===== src/rtl/fsm_sequencer_if.sv =====
// fsm_sequencer_if: control, digit-FSM and result signals of the digit-FSM sequencer
interface fsm_sequencer_if;
    logic       start;
    logic       abort;
    logic       step_mode;
    logic       step_req;
    logic       tick;
    logic [3:0] fsm_state;
    logic [3:0] fsm_digit;
    logic       data_in;
    logic       busy;
    logic       done;
    logic       error;
    logic       digit_valid;
    logic [3:0] digit_out;
    logic [3:0] digit_index;
    logic [7:0] digit_sum;
    modport slave (
        input  start, abort, step_mode, step_req, tick, fsm_state, fsm_digit,
        output data_in, busy, done, error, digit_valid, digit_out, digit_index, digit_sum
    );
    modport master (
        output start, abort, step_mode, step_req, tick, fsm_state, fsm_digit,
        input  data_in, busy, done, error, digit_valid, digit_out, digit_index, digit_sum
    );
endinterface


===== src/rtl/fsm_sequencer.sv =====
// fsm_sequencer: walks an external digit FSM through NUM_STATES states, capturing and summing each digit
module fsm_sequencer #(
    parameter int NUM_STATES = 9,
    parameter int HOLD_TICKS = 4
) (
    input logic           clk,
    input logic           reset,
    fsm_sequencer_if.slave bus
);
    typedef enum logic [2:0] {IDLE, CAPTURE, WAIT, ADVANCE, DONE, ERROR} state_t;
    state_t     state, state_n;
    logic [3:0] count;
    logic [7:0] hold_cnt;
    logic       mode, first, launch, capture, hold_hit;
    logic       valid_q;
    logic [3:0] out_q, idx_q;
    logic [7:0] sum_q;
    always_comb begin
        hold_hit = bus.tick && hold_cnt == 8'(HOLD_TICKS - 1);
        capture  = state == CAPTURE && bus.fsm_state == count && !bus.abort;
        state_n  = state;
        case (state)
            IDLE, ERROR: state_n = bus.start ? CAPTURE : state;
            // digit FSM must have wrapped to state 0 when the walk finishes
            DONE:    state_n = (first && bus.fsm_state != 4'd0) ? ERROR : bus.start ? CAPTURE : DONE;
            CAPTURE: state_n = bus.fsm_state == count ? WAIT : ERROR;
            WAIT:    state_n = (mode ? bus.step_req : hold_hit) ? ADVANCE : WAIT;
            ADVANCE: state_n = count == 4'(NUM_STATES - 1) ? DONE : CAPTURE;
            default: state_n = IDLE;
        endcase
        if (bus.abort) state_n = IDLE;
        launch = state_n == CAPTURE && (state == IDLE || state == DONE || state == ERROR);
    end
    always_ff @(posedge clk or posedge reset) begin
        if (reset) begin
            state    <= IDLE;
            count    <= 4'd0;
            hold_cnt <= 8'd0;
            mode     <= 1'b0;
            first    <= 1'b0;
            valid_q  <= 1'b0;
            out_q    <= 4'd0;
            idx_q    <= 4'd0;
            sum_q    <= 8'd0;
        end else begin
            state   <= state_n;
            first   <= state_n == DONE && state != DONE;
            valid_q <= capture;
            if (launch) begin
                count    <= 4'd0;
                hold_cnt <= 8'd0;
                sum_q    <= 8'd0;
                mode     <= bus.step_mode;
            end
            if (capture) begin
                out_q    <= bus.fsm_digit;
                idx_q    <= count;
                sum_q    <= sum_q + {4'd0, bus.fsm_digit};
                hold_cnt <= 8'd0;
            end
            if (state == WAIT && !mode && bus.tick) hold_cnt <= hold_hit ? 8'd0 : hold_cnt + 8'd1;
            if (state == ADVANCE && !bus.abort) count <= count + 4'd1;
        end
    end
    assign bus.data_in     = state == ADVANCE && !bus.abort;
    assign bus.busy        = state == CAPTURE || state == WAIT || state == ADVANCE;
    assign bus.done        = state == DONE;
    assign bus.error       = state == ERROR;
    assign bus.digit_valid = valid_q;
    assign bus.digit_out   = out_q;
    assign bus.digit_index = idx_q;
    assign bus.digit_sum   = sum_q;
endmodule

===== src/flat_wrapper.sv =====
// flat-port wrapper written by rule: the top's interface ports become plain ports
module fsm_sequencer_flat 
#(
    parameter int NUM_STATES = 9,
    parameter int HOLD_TICKS = 4
)
  (clk, reset, bus_start, bus_abort, bus_step_mode, bus_step_req, bus_tick, bus_fsm_state, bus_fsm_digit, bus_data_in, bus_busy, bus_done, bus_error, bus_digit_valid, bus_digit_out, bus_digit_index, bus_digit_sum);
  fsm_sequencer_if bus_i ();
  input logic clk;
  input logic reset;
  input wire logic [$bits(bus_i.start)-1:0] bus_start;
  input wire logic [$bits(bus_i.abort)-1:0] bus_abort;
  input wire logic [$bits(bus_i.step_mode)-1:0] bus_step_mode;
  input wire logic [$bits(bus_i.step_req)-1:0] bus_step_req;
  input wire logic [$bits(bus_i.tick)-1:0] bus_tick;
  input wire logic [$bits(bus_i.fsm_state)-1:0] bus_fsm_state;
  input wire logic [$bits(bus_i.fsm_digit)-1:0] bus_fsm_digit;
  output wire logic [$bits(bus_i.data_in)-1:0] bus_data_in;
  output wire logic [$bits(bus_i.busy)-1:0] bus_busy;
  output wire logic [$bits(bus_i.done)-1:0] bus_done;
  output wire logic [$bits(bus_i.error)-1:0] bus_error;
  output wire logic [$bits(bus_i.digit_valid)-1:0] bus_digit_valid;
  output wire logic [$bits(bus_i.digit_out)-1:0] bus_digit_out;
  output wire logic [$bits(bus_i.digit_index)-1:0] bus_digit_index;
  output wire logic [$bits(bus_i.digit_sum)-1:0] bus_digit_sum;
  assign bus_i.start = bus_start;
  assign bus_i.abort = bus_abort;
  assign bus_i.step_mode = bus_step_mode;
  assign bus_i.step_req = bus_step_req;
  assign bus_i.tick = bus_tick;
  assign bus_i.fsm_state = bus_fsm_state;
  assign bus_i.fsm_digit = bus_fsm_digit;
  assign bus_data_in = bus_i.data_in;
  assign bus_busy = bus_i.busy;
  assign bus_done = bus_i.done;
  assign bus_error = bus_i.error;
  assign bus_digit_valid = bus_i.digit_valid;
  assign bus_digit_out = bus_i.digit_out;
  assign bus_digit_index = bus_i.digit_index;
  assign bus_digit_sum = bus_i.digit_sum;
  fsm_sequencer #(.NUM_STATES(NUM_STATES), .HOLD_TICKS(HOLD_TICKS)) u_core (.clk(clk), .reset(reset), .bus(bus_i));
endmodule

===== config.mk =====
export PLATFORM = sky130hd
export DESIGN_NAME = fsm_sequencer_flat
export DESIGN_NICKNAME = d
export VERILOG_FILES = /design/src/rtl/fsm_sequencer_if.sv /design/src/rtl/fsm_sequencer.sv /design/src/flat_wrapper.sv
export SDC_FILE = /design/constraint.sdc
export NUM_CORES = 1
export LEC_CHECK = 0
export ABC_AREA = 0
export BUFFER_PORTS_ARGS = -buffer_cell sky130_fd_sc_hd__buf_2
export CORE_AREA = 2 2 62 64
export CTS_CLUSTER_SIZE = 10
export DETAILED_ROUTE_END_ITERATION = 10
export DIE_AREA = 0 0 64 66
export GPL_TIMING_DRIVEN = 0
export PLACE_DENSITY = 0.93
export SYNTH_ARGS = -nofsm -noshare
export SYNTH_HDL_FRONTEND = slang
export SYNTH_SLANG_ARGS = --single-unit

===== constraint.sdc =====
create_clock -name clk -period 5.9 [get_ports clk]
set_clock_uncertainty 0.1 [all_clocks]
set_input_delay 0.59 -clock clk [delete_from_list [all_inputs] [get_ports clk]]
set_output_delay 0.59 -clock clk [all_outputs]
set_load 0.01 [all_outputs]

== Word level (Yosys, flattened, before mapping) ==
Cells that the tools add are included.
Cells by class
  add/subtract/negate cells: 3
  multipliers: 0
  div/mod/pow operators: 0
  magnitude comparators: 0
  equal/unequal tests: 11
  shift operators: 0
  muxes and demuxes: 16
  bitwise logic cells: 0
  reduce and logical (&&, ||, !) cells: 21
Operator list (number)
  $mux 8: 5
  $mux 3: 6
  $pmux 3 s5: 1
  $eq 3x3->1 const B: 3
  $logic_and 1x1->1: 9
  $add 8x1->8 const B: 1
  $add 8x4->8: 1
  $eq 8x2->1 const B: 1
  $mux 4: 2
  $eq 3x1->1 const B: 2
  $eq 3x2->1 const B: 2
  $add 4x1->4 const B: 1
  $eq 4x4->1: 1
  $eq 4x4->1 const B: 1
  $logic_or 1x1->1: 4
  $reduce_bool 2->1: 2
  $reduce_bool 4->1: 1
  $logic_not 3->1: 1
  $ne 3x3->1 const B: 1
  $reduce_bool 3->1: 1
  $logic_not 1->1: 2
  $mux 1: 2
  $reduce_or 2->1: 1
Storage, ports and cells
  flip-flop bits (word level): 34
  bits in latches: 0
  RAM bits: 0
  bits in read-only memories: 0
  bits of input ports: 15
  output and inout bits: 21
  logic and storage cells: 60
  memories kept: 0

== Longest topological paths before layout ==
Gate-level depths: netlist of the first run.
  depth in word-level cells: 11
  gate-level depth with buffers: 8
  mapped depth without buffers: 7

== Worst setup path after synthesis of the first run ==
OpenSTA, ideal clock, no wires.
  path type: input-to-reg
  start: input port bus_fsm_state[0]
  end: register u_core.mode
  library setup time: 0.125 ns
  arrival: 1.970 ns
  data required time: 5.675 ns
  path slack: 3.705 ns
  stages on the path: 5
  buffers on the path: 0
  path through: o41ai_2 -> o21ai_1 -> a2111o_1 -> nor2_1 -> mux2_2
Between the ends
  cells in the longest elaborated chain, start to end: 7
  elaborated cells between the ends (all ways): 9
  classes of those cells: 2 x eq/ne; 4 x mux; 3 x reduce/logical
RTL lines
  start: declaration: RTL line flat_wrapper.sv:16  | input wire logic [$bits(bus_i.fsm_state)-1:0] bus_fsm_state;
  $reduce_bool 4->1: RTL line fsm_sequencer.sv:25  | DONE: state_n = (first && bus.fsm_state != 4'd0) ? ERROR : bus.start ? CAPTURE : DONE;
  $logic_and 1x1->1: RTL line fsm_sequencer.sv:25
  $mux 3: RTL line fsm_sequencer.sv:25
  $pmux 3 s5 *: RTL line fsm_sequencer.sv:22  | case (state)
  $mux 3 *: RTL line fsm_sequencer.sv:31  | if (bus.abort) state_n = IDLE;
  $eq 3x1->1 *: RTL line fsm_sequencer.sv:32  | launch = state_n == CAPTURE && (state == IDLE || state == DONE || state == ERROR);
  $logic_and 1x1->1 *: RTL line fsm_sequencer.sv:32
  end signal: assignment: RTL line fsm_sequencer.sv:53  | mode <= bus.step_mode;
  end: declaration: RTL line fsm_sequencer.sv:14  | logic mode, first, launch, capture, hold_hit;
Mark *: on every way between the ends. The rest lies on a longest branch, timed or not.
A chain may end at the register's enable or synchronous reset.

== Final worst setup path of the first run ==
  start: register u_core.state[2]
  end: output port bus_data_in
Between the ends
  cells in the longest elaborated chain, start to end: 2
RTL lines
  start: declaration: RTL line fsm_sequencer.sv:11  | state_t state, state_n;
  start signal: assignment: RTL line fsm_sequencer.sv:46  | state <= state_n;
  $eq 3x2->1: RTL line fsm_sequencer.sv:65  | assign bus.data_in = state == ADVANCE && !bus.abort;
  $logic_and 1x1->1: RTL line fsm_sequencer.sv:65
  end: declaration: RTL line flat_wrapper.sv:18  | output wire logic [$bits(bus_i.data_in)-1:0] bus_data_in;
No other way between the ends.

==> impl_summary.md, run 1 <==
Status
The run finished with clean final reports.

Global routing
The total track usage is 20.89%. The first-pass GRT wire length is 6.851 mm. The pin count of the biggest net entering global routing is 35.

The initial antenna violation count was 0. The number of global-route vias before repair came to 1590. The total grt overflow is 0.

Clock network
In this run, post-CTS repair resized a total of 0 instances. Counting along the longest clock path gives a buffer depth of 2. The post-cts hold buffer count is 0. The TritonCTS clock tree is yes. The clock drives 34 sinks.

After clock tree synthesis, the clock-pin slew on the worst setup and hold paths is 0.11 ns. Clock tree synthesis inserted a total of 5 buffers. The clock latency at the later pin of the worst-skew pair is 0.35 ns. The maximum level of the CTS H-tree is 2. The root buffer selected by CTS is sky130_fd_sc_hd__clkbuf_4. After clock tree synthesis, the setup repair step added 0 buffers.

Detailed routing
Dividing the detail-routed via count by the number of cells gives 5.437. The routed design has 3.991 mm of wire. The number of nets with antenna violations after detailed routing is 0. The top routing layer in use is met4. After the first detailed-routing iteration, the DRC count stood at 83.

The met2 wire length is 2.008 mm. The total number of vias is 1631. The met1 wire length is 1.794 mm.

The first TritonRoute pass finished after 4 iterations. The met3 wire length is 127 um. Dividing the detail-routed wire length by the instance count gives 13.30 um.

After detailed routing, the number of remaining DRC violations is 0.

Finish
At the end of the flow the core is filled with cells to 65.22%. After filler insertion, the fill cell instance count of the layout stands at 286. At the end of the flow, the number of nets in the layout was 274. The synthesis-to-layout area growth is 14.61%. The antenna cell count is 0. The fraction of layout instances using a drive strength above 1 is 28.17%.

Setup path
The nature of the critical path endpoint is an output pin. The slowest stage of the critical path belongs to the cell sky130_fd_sc_hd__dfrtp_1. For the worst setup path, the data arrival time is 1.63 ns. The worst setup path is of the reg2out kind. Traced cell by cell, the critical path runs through clkbuf_1 -> nor2_1 -> nand3_1 -> inv_1 -> buf_2. The largest driver fanout on the critical path is 10.

STA puts the critical path data required time at 5.21 ns. The combined buffer and inverter count along the critical path is 3. The highest cell delay on the worst timing path is 0.42 ns. Grouping stages by cell kind, the critical path spends the most delay in buffers and inverters.

STA classifies the critical path startpoint as a flip-flop.

Run
The number of violations of the max-capacitance limit is 0.

Synth
Yosys printed 0 warnings. The dominant combinational cell family by area after synthesis is simple AND/OR/NAND/NOR gates. The post-synthesis share of cell area spent on full adders, half adders and majority gates is 5.325%.

The most instantiated library cell after synthesis is sky130_fd_sc_hd__dfrtp_1. A synthesized cell averages 9.668 um2. The sequential cell area fraction in the yosys report is 42.11%. The synthesized netlist devotes 21.80% of its cell area to simple gates. Summing the areas of all compound-gate instances in the mapped netlist gives 19.69% of the synthesized area. By count the netlist is led by sky130_fd_sc_hd__dfrtp_1, sky130_fd_sc_hd__inv_1, sky130_fd_sc_hd__nand2_1. The XOR/XNOR share of the synthesized area is 3.467%. The number of distinct library cells after synthesis is 57. In the synthesized netlist, mux cells make up 1.053% of the area. The main flop type after synthesis is sky130_fd_sc_hd__dfrtp_1. The post-synthesis instance total is 209. The async set-reset flop share out of synthesis is 100.0%. After synthesis the cells add up to 0.002021 mm2. Synthesis produced a netlist with a net count of 232. The number of enable flip-flop cells after synthesis is 0. sky130_fd_sc_hd__dfrtp_1 takes more of the synthesized area than any other cell.

The share of synthesized area in the top cell type comes to 42.11%. In the post-synthesis netlist, the biggest area contributors are sky130_fd_sc_hd__dfrtp_1, sky130_fd_sc_hd__ha_1, sky130_fd_sc_hd__inv_1. The post-synthesis sequential element count is 34.

Power
Dividing total power by cell area gives a power density of 223.9 mW/mm2. Summed over all cells, the static leakage comes to 1.113 nW. The worst-case IR drop observed on VDD is 0.1325 mV.

Die
The number of standard-cell rows in the floorplan is 22. The die extent in y is 66 um. The region available for standard cell placement spans 0.003551 mm2. In this run the count of I/O pins placed on the die edge is 36.

The die is 64 um wide. Once the floorplan was initialized, standard cells occupied 56.91% of the core. The die area is 0.004224 mm2.

Place
The worst setup slack before clock tree synthesis is 3.395 ns. After legalization and detailed placement, the total HPWL measured 2.933 mm. During placement, the flow inserted port buffers numbering 35.

The congestion estimate from routability-driven global placement came to 0.8019.

STA
After routing, the total negative slack on setup checks comes to 0 ns. The final-report max-slew violation count is 0. Counting I/O delays and the setup requirement, the final critical path takes 2.321 ns. For the pin with the worst max-slew slack, the measured transition is 0.6859 ns. Once routing completed, OpenROAD measured the worst setup slack at 3.579 ns.

Based on the critical path, the design can be clocked at up to 0.4309 GHz. Of the available clock period, the critical path in the final layout requires 39.33%. The final hold violation count is 0. The headroom to the max-slew limit is 54.21%.

The worst hold slack is 0.2278 ns. Setup repair after global routing left no endpoint under its margin. Setup violations remaining at the end of the flow were counted as 0.

Hold path
The worst hold-check path type is in2async.
-- layout by cell type (no fill, tap or decap), types with 2 or more instances in the layout --
| master | n |
|---|---|
| sky130_fd_sc_hd__a31oi_1 | 4 |
| sky130_fd_sc_hd__nor2b_1 | 4 |
| sky130_fd_sc_hd__nor3_1 | 7 |
| sky130_fd_sc_hd__o31ai_2 | 2 |
| sky130_fd_sc_hd__a21o_1 | 2 |
| sky130_fd_sc_hd__ha_1 | 7 |
| sky130_fd_sc_hd__nor2_1 | 8 |
| sky130_fd_sc_hd__xnor2_1 | 3 |
| sky130_fd_sc_hd__o21ba_2 | 2 |
| sky130_fd_sc_hd__o21ai_2 | 2 |
| sky130_fd_sc_hd__inv_1 | 22 |
| sky130_fd_sc_hd__nand2b_1 | 4 |
| sky130_fd_sc_hd__inv_2 | 2 |
| sky130_fd_sc_hd__o32ai_1 | 3 |
| sky130_fd_sc_hd__buf_2 | 38 |
| sky130_fd_sc_hd__o31ai_1 | 3 |
| sky130_fd_sc_hd__o21ai_0 | 9 |
| sky130_fd_sc_hd__a21oi_1 | 7 |
| sky130_fd_sc_hd__clkbuf_1 | 3 |
| sky130_fd_sc_hd__or3_1 | 4 |
| sky130_fd_sc_hd__nand2_1 | 21 |
| sky130_fd_sc_hd__o22ai_2 | 3 |
| sky130_fd_sc_hd__xor2_1 | 5 |
| sky130_fd_sc_hd__nand3_1 | 10 |
| sky130_fd_sc_hd__dfrtp_1 | 34 |
| sky130_fd_sc_hd__and3_1 | 2 |
| sky130_fd_sc_hd__and2_1 | 2 |
| sky130_fd_sc_hd__o211ai_2 | 3 |
| sky130_fd_sc_hd__clkbuf_4 | 5 |
-- metal layers --
| metal | vias up | track usage, % |
|---|---|---|
| li1 | 822 | - |
| met1 | 776 | 24.42 |
| met2 | 28 | 37.11 |
| met3 | 5 | 3.237 |
| met4 | 0 | 10.60 |
| met5 | - | 0 |
-- where the power goes --
| group | total (W) | leakage, nW | switching, W | internal, W |
|---|---|---|---|---|
| clock network | 0.000135 | 0.0353 | 0.0000771 | 0.0000577 |
| registers | 0.000265 | 0.468 | 0.0000129 | 0.000252 |
| logic | 0.000119 | 0.610 | 0.0000680 | 0.0000506 |
| total | 0.000518 | 1.11 | 0.000158 | 0.000360 |
-- sequential cells by signal, summed over array words and instances (netlist names) --
| register | flops |
|---|---|
| u_core.bus.digit_index | 4 |
| u_core.bus.digit_out | 4 |
| u_core.bus.digit_sum | 8 |
| u_core.bus.digit_valid | 1 |
| u_core.count | 4 |
| u_core.first | 1 |
| u_core.hold_cnt | 8 |
| u_core.mode | 1 |
| u_core.state | 3 |
-- layout make-up --
| cell class | count | area [um2] | share of cell area [%] |
|---|---|---|---|
| multi-input combinational | 144 | 1037 | 44.79 |
| sequential | 34 | 850.8 | 36.74 |
| timing repair buffer | 35 | 175.2 | 7.563 |
| inverter | 24 | 90.09 | 3.890 |
| tap | 48 | 60.06 | 2.593 |
| clock buffer | 7 | 55.05 | 2.377 |
| buffer | 7 | 42.54 | 1.837 |
| clock inverter | 1 | 5.005 | 0.2161 |
-- logic make-up (layout without fill, tap and decap cells) --
group           Yosys count  in the layout
buf+inv                  31             74
fa+ha+maj                 8              8
flops                    34             34
compound gates           49             49
xor+xnor                  8              8
mux                       2              2
simple gates             77             77
-- path summary, 6_finish.rpt --
check                                             start                      end  slack (ns)  cells past startpoint
worst max-delay path                    u_core.state[2]              bus_data_in        3.58                      5
worst min-delay path                              reset              u_core.mode        0.23                      2
worst max register to register       u_core.hold_cnt[0]          u_core.count[3]        3.69                      6
worst min register to register  u_core.bus.digit_out[1]  u_core.bus.digit_out[1]        0.38                      2
max in group asynchronous                         reset  u_core.bus.digit_out[3]        5.01                      2
min in group clk                       bus_fsm_digit[3]  u_core.bus.digit_out[3]        0.36                      3
-- metrics by stage --
stage	std cells	power (W)	instance area, um2
CTS	300	0.0005219	2316
global placement	292	0.0003842	2256
global route	300	0.0005466	2316
floorplan	209	0.0003505	2021
detailed placement	292	0.0003892	2256
finish	300	0.0005184	2316
(Power assumes the default switching activity.)
==> run 2, diff against run 1 <==
- CORE_AREA: 2 2 62 64 -> 2 2 67 69
- DIE_AREA: 0 0 64 66 -> 0 0 69 71
- PLACE_DENSITY: 0.93 -> 0.86
- clock period: 5.9 -> 1.91 ns (I/O delays scaled with it)
==> run 2 against run 1 <==
  * The flow now finishes with violations (negative setup slack)
  * Setup slack got worse by 3.8 ns
  * Via count increased by 15%
  * Clock power increased to 5.0 times the previous value
  * Hold slack worse by 0.21 ns
  * Total power grew to 4.0 times the previous value
  * Count of clock-buffer cells in the layout down 2
  * Sequential power grew to 3.1 times the previous value
  * Combinational power grew to 4.6 times the previous value
  * Critical path depth is 3 higher
  * Critical endpoint is now u_core.hold_cnt[3]
  * Largest cell class unchanged
  * Largest power group unchanged
==> impl_summary.md, run 2 (synthesis results as in run 1) <==
Finish
Cells with a size suffix above 1 make up 48.40% of the layout. The antenna cell count is 0. The final net count is 303. The library cell used most frequently in the layout, excluding fill and tap cells, is sky130_fd_sc_hd__buf_2. Relative to the synthesized area, the layout overhead comes to 46.81%. Measured on the finished design, the core utilization comes to 70.57%. Leaving out fill and tap cells, the most frequent cells in the layout are sky130_fd_sc_hd__buf_2, sky130_fd_sc_hd__dfrtp_1, sky130_fd_sc_hd__nand2_1.

Power
The total power is 0.002062 W. The leakage power is 1.361 nW. The largest voltage drop on the vdd net is 0.5697 mV. Power spread over the standard cell area amounts to 695.1 mW/mm2.

STA
The transition time at the pin with the least slew margin is 0.7370 ns. The final worst setup slack is -0.2489 ns. The count of endpoints failing setup in the final report is 22.

The final hold violation count was 0. Measured against its own limit, the worst slew margin works out to 50.79%. The worst path uses 113.0% of the clock period. The final-report max-slew violation count was 0. The time the final worst path needs with I/O delays and setup is 2.159 ns. The maximum operating frequency is 0.4632 GHz. Setup repair after global routing could not meet its margin everywhere.

Detailed routing
The total wirelength of the detailed-routed design is 5.711 mm. The count of TritonRoute iterations in the first routing pass is 4. The via count normalized by instance count is 5.649. The detailed router placed 1881 vias in this run. The count of nets left with antenna violations once routing finished came out at 0. The DRC marker count from the first detailed-route iteration is 147. Dividing the detail-routed wire length by the instance count gives 17.15 um. The total DRC errors in the routed layout is 0.

Place
The HPWL reported at the end of detailed placement is 2.999 mm. The weighted congestion at the end of routability-driven global placement is 0.8496. The number of port buffers is 35.

Die
The die extent in y is 71 um. The die covers 0.004899 mm2. The starting density of the core is 48.07%.

Measured along the x axis, the die boundary spans 69 um. The top-level I/O count is 36. The core region area is 0.004204 mm2. The number of standard-cell rows in the floorplan is 24.

Clock network
The TritonCTS sink count is 34. The cell sitting at the root of the clock tree is a sky130_fd_sc_hd__clkbuf_8. The clock-pin slew of the registers on the worst-case setup and hold paths is 0.08 ns. The maximum clock path buffer count is 2. The later pin in the worst-skew pair is clocked with a latency of 0.30 ns. Counting the buffers created by CTS gives 5.

The maximum level of the CTS H-tree is 2. The TritonCTS clock tree is yes.

Setup path
The slowest stage of the critical path belongs to the cell sky130_fd_sc_hd__or4bb_4. The reg2reg setup slack is -0.25 ns. STA puts the critical path data arrival time at 2.23 ns. Among the stages of the critical path, the cell type that occurs most often is sky130_fd_sc_hd__buf_6. The worst setup path is captured at a flip-flop. The highest cell delay on the worst timing path is 0.49 ns.

Traced cell by cell, the critical path runs through ha_2 -> or4bb_4 -> buf_6 -> o211ai_4 -> buf_6 -> nor3_1 -> a31oi_1 -> o31ai_2. Of all nets on the critical path, the largest fanout is 4. Data on the critical path is required at its endpoint by 1.98 ns. The critical setup path kind is reg2reg. The worst setup path is launched from a flip-flop.

Global routing
The number of global-route vias before repair is 1893. The first global-routing pass estimated 8.569 mm of wire. In the global route stage, overall resource usage came out at 21.81%.

The initial antenna violation count is 0. The total grt overflow is 0. The pin count of the biggest net entering global routing is 35.

Status
The final reports fail on negative setup slack. The flow ran to the end, but the final reports show violations.

Run
The number of violations of the max-capacitance limit is 0.

Hold path
The worst hold-check path type is in2reg.
[run 2: cell count changes in the layout (fill, tap and decap cells not counted), moves of 3 or more]
cell | before | now
sky130_fd_sc_hd__buf_6 | 0 | 8
sky130_fd_sc_hd__xor2_1 | 5 | 2
sky130_fd_sc_hd__clkbuf_4 | 5 | 0
sky130_fd_sc_hd__buf_4 | 0 | 16
sky130_fd_sc_hd__o21ai_0 | 9 | 3
sky130_fd_sc_hd__clkbuf_1 | 3 | 0
sky130_fd_sc_hd__dlygate4sd3_1 | 0 | 3
sky130_fd_sc_hd__o31ai_4 | 0 | 3
sky130_fd_sc_hd__o21ai_2 | 2 | 5
sky130_fd_sc_hd__o32ai_1 | 3 | 0
sky130_fd_sc_hd__o31ai_1 | 3 | 0
sky130_fd_sc_hd__o32ai_2 | 0 | 3
sky130_fd_sc_hd__clkbuf_8 | 1 | 5
[run 2: worst paths after layout]
kind                                         start                       to  depth (start not counted)
max in group asynchronous                    reset       u_core.hold_cnt[5]                          3
max reg2reg                     u_core.hold_cnt[1]       u_core.hold_cnt[3]                          8
min in group asynchronous                    reset  u_core.bus.digit_sum[4]                          3
min reg2reg                u_core.bus.digit_out[0]  u_core.bus.digit_out[0]                          2
max                             u_core.hold_cnt[1]       u_core.hold_cnt[3]                          8
min                               bus_fsm_digit[3]  u_core.bus.digit_out[3]                          3
[run 2: worst max-delay path, delay by kind of cell, from the launching register on]
| family | cells | cell delay [ns] |
|---|---|---|
| AOI/OAI and AO/OA | 3 | 0.54 |
| buffers and inverters | 2 | 0.29 |
| and+or+nand+nor | 2 | 0.54 |
| DFF | 1 | 0.38 |
| adders and majority gates | 1 | 0.19 |
[run 2: timing repair]
action | CTS | global route
hold buffers | 2 | 1
hold endpoints to repair | 2 | 34
resized for setup | 17 | 61
setup endpoints to repair | 29 | 32
pin swaps | 11 | 17
buffers inserted | 19 | 7
gates cloned | 1 | 1
[run 2: per-stage QoR]
step	setup WS [ns]	cell area (um2)	instances	setup TNS [ns]	hold slack, ns
6_report	-0.2489	2967	333	-3.048	0.01674
5_1_grt	-0.3290	2967	333	-4.894	0.03012
4_1_cts	-0.1828	2646	326	-2.782	0.007605
3_5_place_dp	-0.2594	2261	296	-5.790	0.3133
3_3_place_gp	-0.2329	2261	296	-4.629	0.3028
2_1_floorplan	-0.09368	2021	209	-0.7465	0.1541
[run 2: power by group]
| part | switching (W) | internal, W | total [W] |
|---|---|---|---|
| Combinational | 0.000291 | 0.000261 | 0.000552 |
| Sequential | 0.0000502 | 0.000779 | 0.000829 |
| Clock | 0.000297 | 0.000384 | 0.000681 |
| Total | 0.000638 | 0.00142 | 0.00206 |
[run 2: routing by layer]
| metal | global-route usage (%) | vias up | routed length [um] |
|---|---|---|---|
| li1 | - | 870 | - |
| met1 | 24.93 | 927 | 2208 |
| met2 | 37.93 | 71 | 3103 |
| met3 | 6.838 | 13 | 249 |
| met4 | 9.150 | 0 | 148 |
| met5 | 0 | - | 0 |
[run 2: final cells by class]
cell class	instances	area (um2)
Clock inverter	3	40.04
Sequential cell	34	853.3
Multi-Input combinational cell	144	1316
Timing Repair Buffer	64	469.2
Inverter	24	92.59
Buffer	7	61.31
Clock buffer	5	68.82
Fill cell	298	1237
Tap cell	52	65.06
==> run 3, diff against run 2 <==
- BUFFER_PORTS_ARGS: -buffer_cell sky130_fd_sc_hd__buf_2 -> not set
- CORE_AREA: 2 2 67 69 -> 2 2 63 65
- CTS_BUF_LIST: not set -> sky130_fd_sc_hd__clkbuf_8 sky130_fd_sc_hd__clkbuf_16
- DIE_AREA: 0 0 69 71 -> 0 0 65 67
- DONT_BUFFER_PORTS: not set -> 1
- PLACE_DENSITY: 0.86 -> 0.85
==> run 3 against run 2 <==
  * The flow still finishes with violations (negative setup slack)
  * Via count shrank 4.3%
  * First-iteration DRC count grew 0.68%
  * Die area shrank 11%
==> impl_summary.md, run 3 (synthesis results as in run 1) <==
Status
The flow ran to the end, but the final reports show violations. The final reports fail on negative setup slack.

Place
The HPWL reported at the end of detailed placement is 2.913 mm. OpenSTA, run right after detailed placement, puts the worst setup slack at -0.2793 ns. The weighted congestion at the end of routability-driven global placement is 0.8038. Summing all placed instances gives a cell area of 0.002081 mm2. The number of port buffers is 0.

Clock network
The number of buffers inserted during clock tree synthesis is 5. Counting every sink on the clock net gives 34. Clock tree synthesis selected as its root buffer the cell sky130_fd_sc_hd__clkbuf_8. TritonCTS built the clock tree. The clock latency at the later pin of the worst-skew pair is 0.29 ns.

The maximum level of the CTS H-tree is 2. After clock tree synthesis, the clock-pin slew on the worst setup and hold paths is 0.06 ns. The maximum clock path buffer count is 2.

Global routing
The first-pass GRT wire length is 7.500 mm. Entering global routing, the biggest net connects 35 pins. The total track usage is 22.70%. For this run the aggregate overflow at the end of global routing stands at 0.

The number of global-route vias before repair came to 1624. The initial antenna violation count is 0.

Die
In this run the horizontal extent of the chip is 65 um. The floorplan has 22 rows. The core region area is 0.003606 mm2.

The die is 67 um tall. The initial utilization of the core area, before any placement, comes to 56.04%. The die area is 0.004355 mm2. The top-level I/O count is 36.

Setup path
The cell with the most instances on the worst path is sky130_fd_sc_hd__buf_4. The worst register-to-register path ends at u_core.hold_cnt[2]. For this design, the slowest cell found on the critical path is sky130_fd_sc_hd__or4bb_4. The highest cell delay on the worst timing path is 0.61 ns. The worst setup path is captured at a flip-flop. The signal on the critical path passes through or4bb_4 -> buf_6 -> o211ai_4 -> buf_4 -> buf_4 -> o31a_1 -> o31ai_2.

Along the worst path, the maximum fanout reaches 6. The critical path in this run is classified as reg2reg. The sort of element at the start of the critical path is a flip-flop. The category of cells accounting for the largest share of critical-path delay is simple AND/OR/NAND/NOR gates. In this run the register-to-register setup slack is -0.24 ns.

The worst register-to-register path begins at u_core.hold_cnt[2]. The worst endpoint data arrival time is 2.23 ns. Counting both buffers and inverters, the worst setup path holds a total of 3. For the worst flop-to-flop path, the logic depth is 7. The required time reported for the critical path endpoint is 1.98 ns.

Finish
0 antenna diodes ended up in the layout. The summed area of non-filler cells in the final layout is 0.002756 mm2. Cells with a size suffix above 1 make up 40.00% of the layout. The net count of the finished layout is 278. The most frequent standard cell in the layout excluding fill and tap cells is sky130_fd_sc_hd__dfrtp_1. In the layout the commonest cells are sky130_fd_sc_hd__dfrtp_1, sky130_fd_sc_hd__buf_4, sky130_fd_sc_hd__inv_1. The layout has 209 filler cells.

Compared with the post-synthesis result, the final layout area differs by 36.41%.

STA
Once routing completed, OpenROAD measured the worst setup slack at -0.2439 ns. Setup violations remaining at the end of the flow were counted as 22. Static timing analysis puts the maximum clock frequency at 0.4643 GHz. The final hold violation count is 0.

Setup repair after global routing could not meet its margin everywhere. The transition time at the pin with the least slew margin is 0.7171 ns. The headroom to the max-slew limit is 52.12%. In the final timing run, aggregate negative setup slack is -2.933 ns. The time the final worst path needs with I/O delays and setup is 2.154 ns. The final-report max-slew violation count is 0. The final critical path takes up 112.8% of the cycle.

Power
The largest voltage drop on the vdd net is 0.3986 mV. The combinational share of power is 23.7%. Internal power comes to 0.001220 W. Summing internal, switching and leakage power gives 0.001772 W. The reported net switching power is 0.0005518 W.

The relative contribution of the clock network to total power is 28.0%. Net switching is 31.15% of the power. In this run the power density over the cells is 642.8 mW/mm2. The leakage power is 1.198 nW. The sequential cell fraction of total power is 48.3%.

Hold path
The destination of the worst hold path is u_core.bus.digit_sum[0]. The source of the worst hold timing path is bus_fsm_digit[0]. The worst hold-check path type is in2reg. The count of cells along the worst hold path is 3.

Detailed routing
The average wire per cell in the routed design is 18.48 um. The DRC marker count from the first detailed-route iteration is 148. The count of TritonRoute iterations in the first routing pass is 5. For this run, design rule violations remaining after detail routing come to 0. The number of nets with antenna violations after detailed routing is 0. After detailed routing, the total wire length is 5.600 mm.

The total number of vias is 1801. Dividing the detail-routed via count by the number of cells gives 5.944.

Run
The tool flagged a number of max-cap violations equal to 0.
==> run 3: changes by cell type in the layout (fill, tap and decap cells not counted), sizes merged <==
cell,delta
dlygate4sd3,+4
bufinv,-1
clkinv,-2
inv,+2
clkbuf,+1
buf,-30
==> run 3: through the flow <==
| step | utilization (%) | hold WS [ns] | instances |
|---|---|---|---|
| floorplan | - | 0.1541 | 209 |
| global placement | 57.70 | 0.1638 | 257 |
| detailed placement | 57.70 | 0.1665 | 257 |
| CTS | 66.31 | 0.03549 | 283 |
| global route | 76.44 | 0.06343 | 303 |
| finish | 76.44 | 0.05216 | 303 |
==> run 3: worst max path at each step <==
stage / from / end / cells after the start
final: u_core.hold_cnt[2] / u_core.hold_cnt[2] / 7
after global routing: u_core.count[1] / u_core.hold_cnt[6] / 8
after CTS: u_core.hold_cnt[0] / u_core.mode / 6
after detailed placement: u_core.count[1] / u_core.hold_cnt[0] / 7
after global placement: u_core.hold_cnt[0] / u_core.mode / 6
after floorplan: u_core.hold_cnt[0] / u_core.mode / 6
==> run 3: final cells by class <==
class                           count  area, um2  share of cell area [%]
Multi-Input combinational cell    144       1267                   45.98
Sequential cell                    34      854.6                   31.00
Timing Repair Buffer               39      344.1                   12.48
Inverter                           24      92.59                   3.359
Clock buffer                        5      68.82                   2.497
Buffer                              7      61.31                   2.224
Tap cell                           48      60.06                   2.179
Clock inverter                      2      7.507                  0.2724
==> run 3: worst register-to-register path, cell delays in order (launching register included) <==
cell	delay, ns
sky130_fd_sc_hd__dfrtp_1	0.47
sky130_fd_sc_hd__or4bb_4	0.61
sky130_fd_sc_hd__buf_6	0.15
sky130_fd_sc_hd__o211ai_4	0.20
sky130_fd_sc_hd__buf_4	0.15
sky130_fd_sc_hd__buf_4	0.12
sky130_fd_sc_hd__o31a_1	0.16
sky130_fd_sc_hd__o31ai_2	0.08
==> run 3: per-layer routing <==
metal	GRT usage [%]	share of wire [%]
met1	26.58	38
met3	5.743	5.7
met2	40.46	53
met4	7.447	3.3
met5	0	0
==> run 3: power groups by stage <==
stage	sequential, W	combinational (W)	clock [W]
2_1_floorplan	0.000846	0.000236	0
4_1_cts	0.000849	0.000342	0.000501
5_1_grt	0.000862	0.000458	0.000525
3_5_place_dp	0.000860	0.000285	0
6_report	0.000856	0.000419	0.000496
3_3_place_gp	0.000857	0.000274	0
==> run 3: what timing repair did <==
item                                   4_1_cts  5_1_grt
buffers inserted                            13       18
hold buffers                                 6        1
setup endpoints to repair                   29       30
endpoints found under the hold margin        8       34
pin swaps                                    9       15
gates resized for setup                     19       47
gates cloned                                 0        2
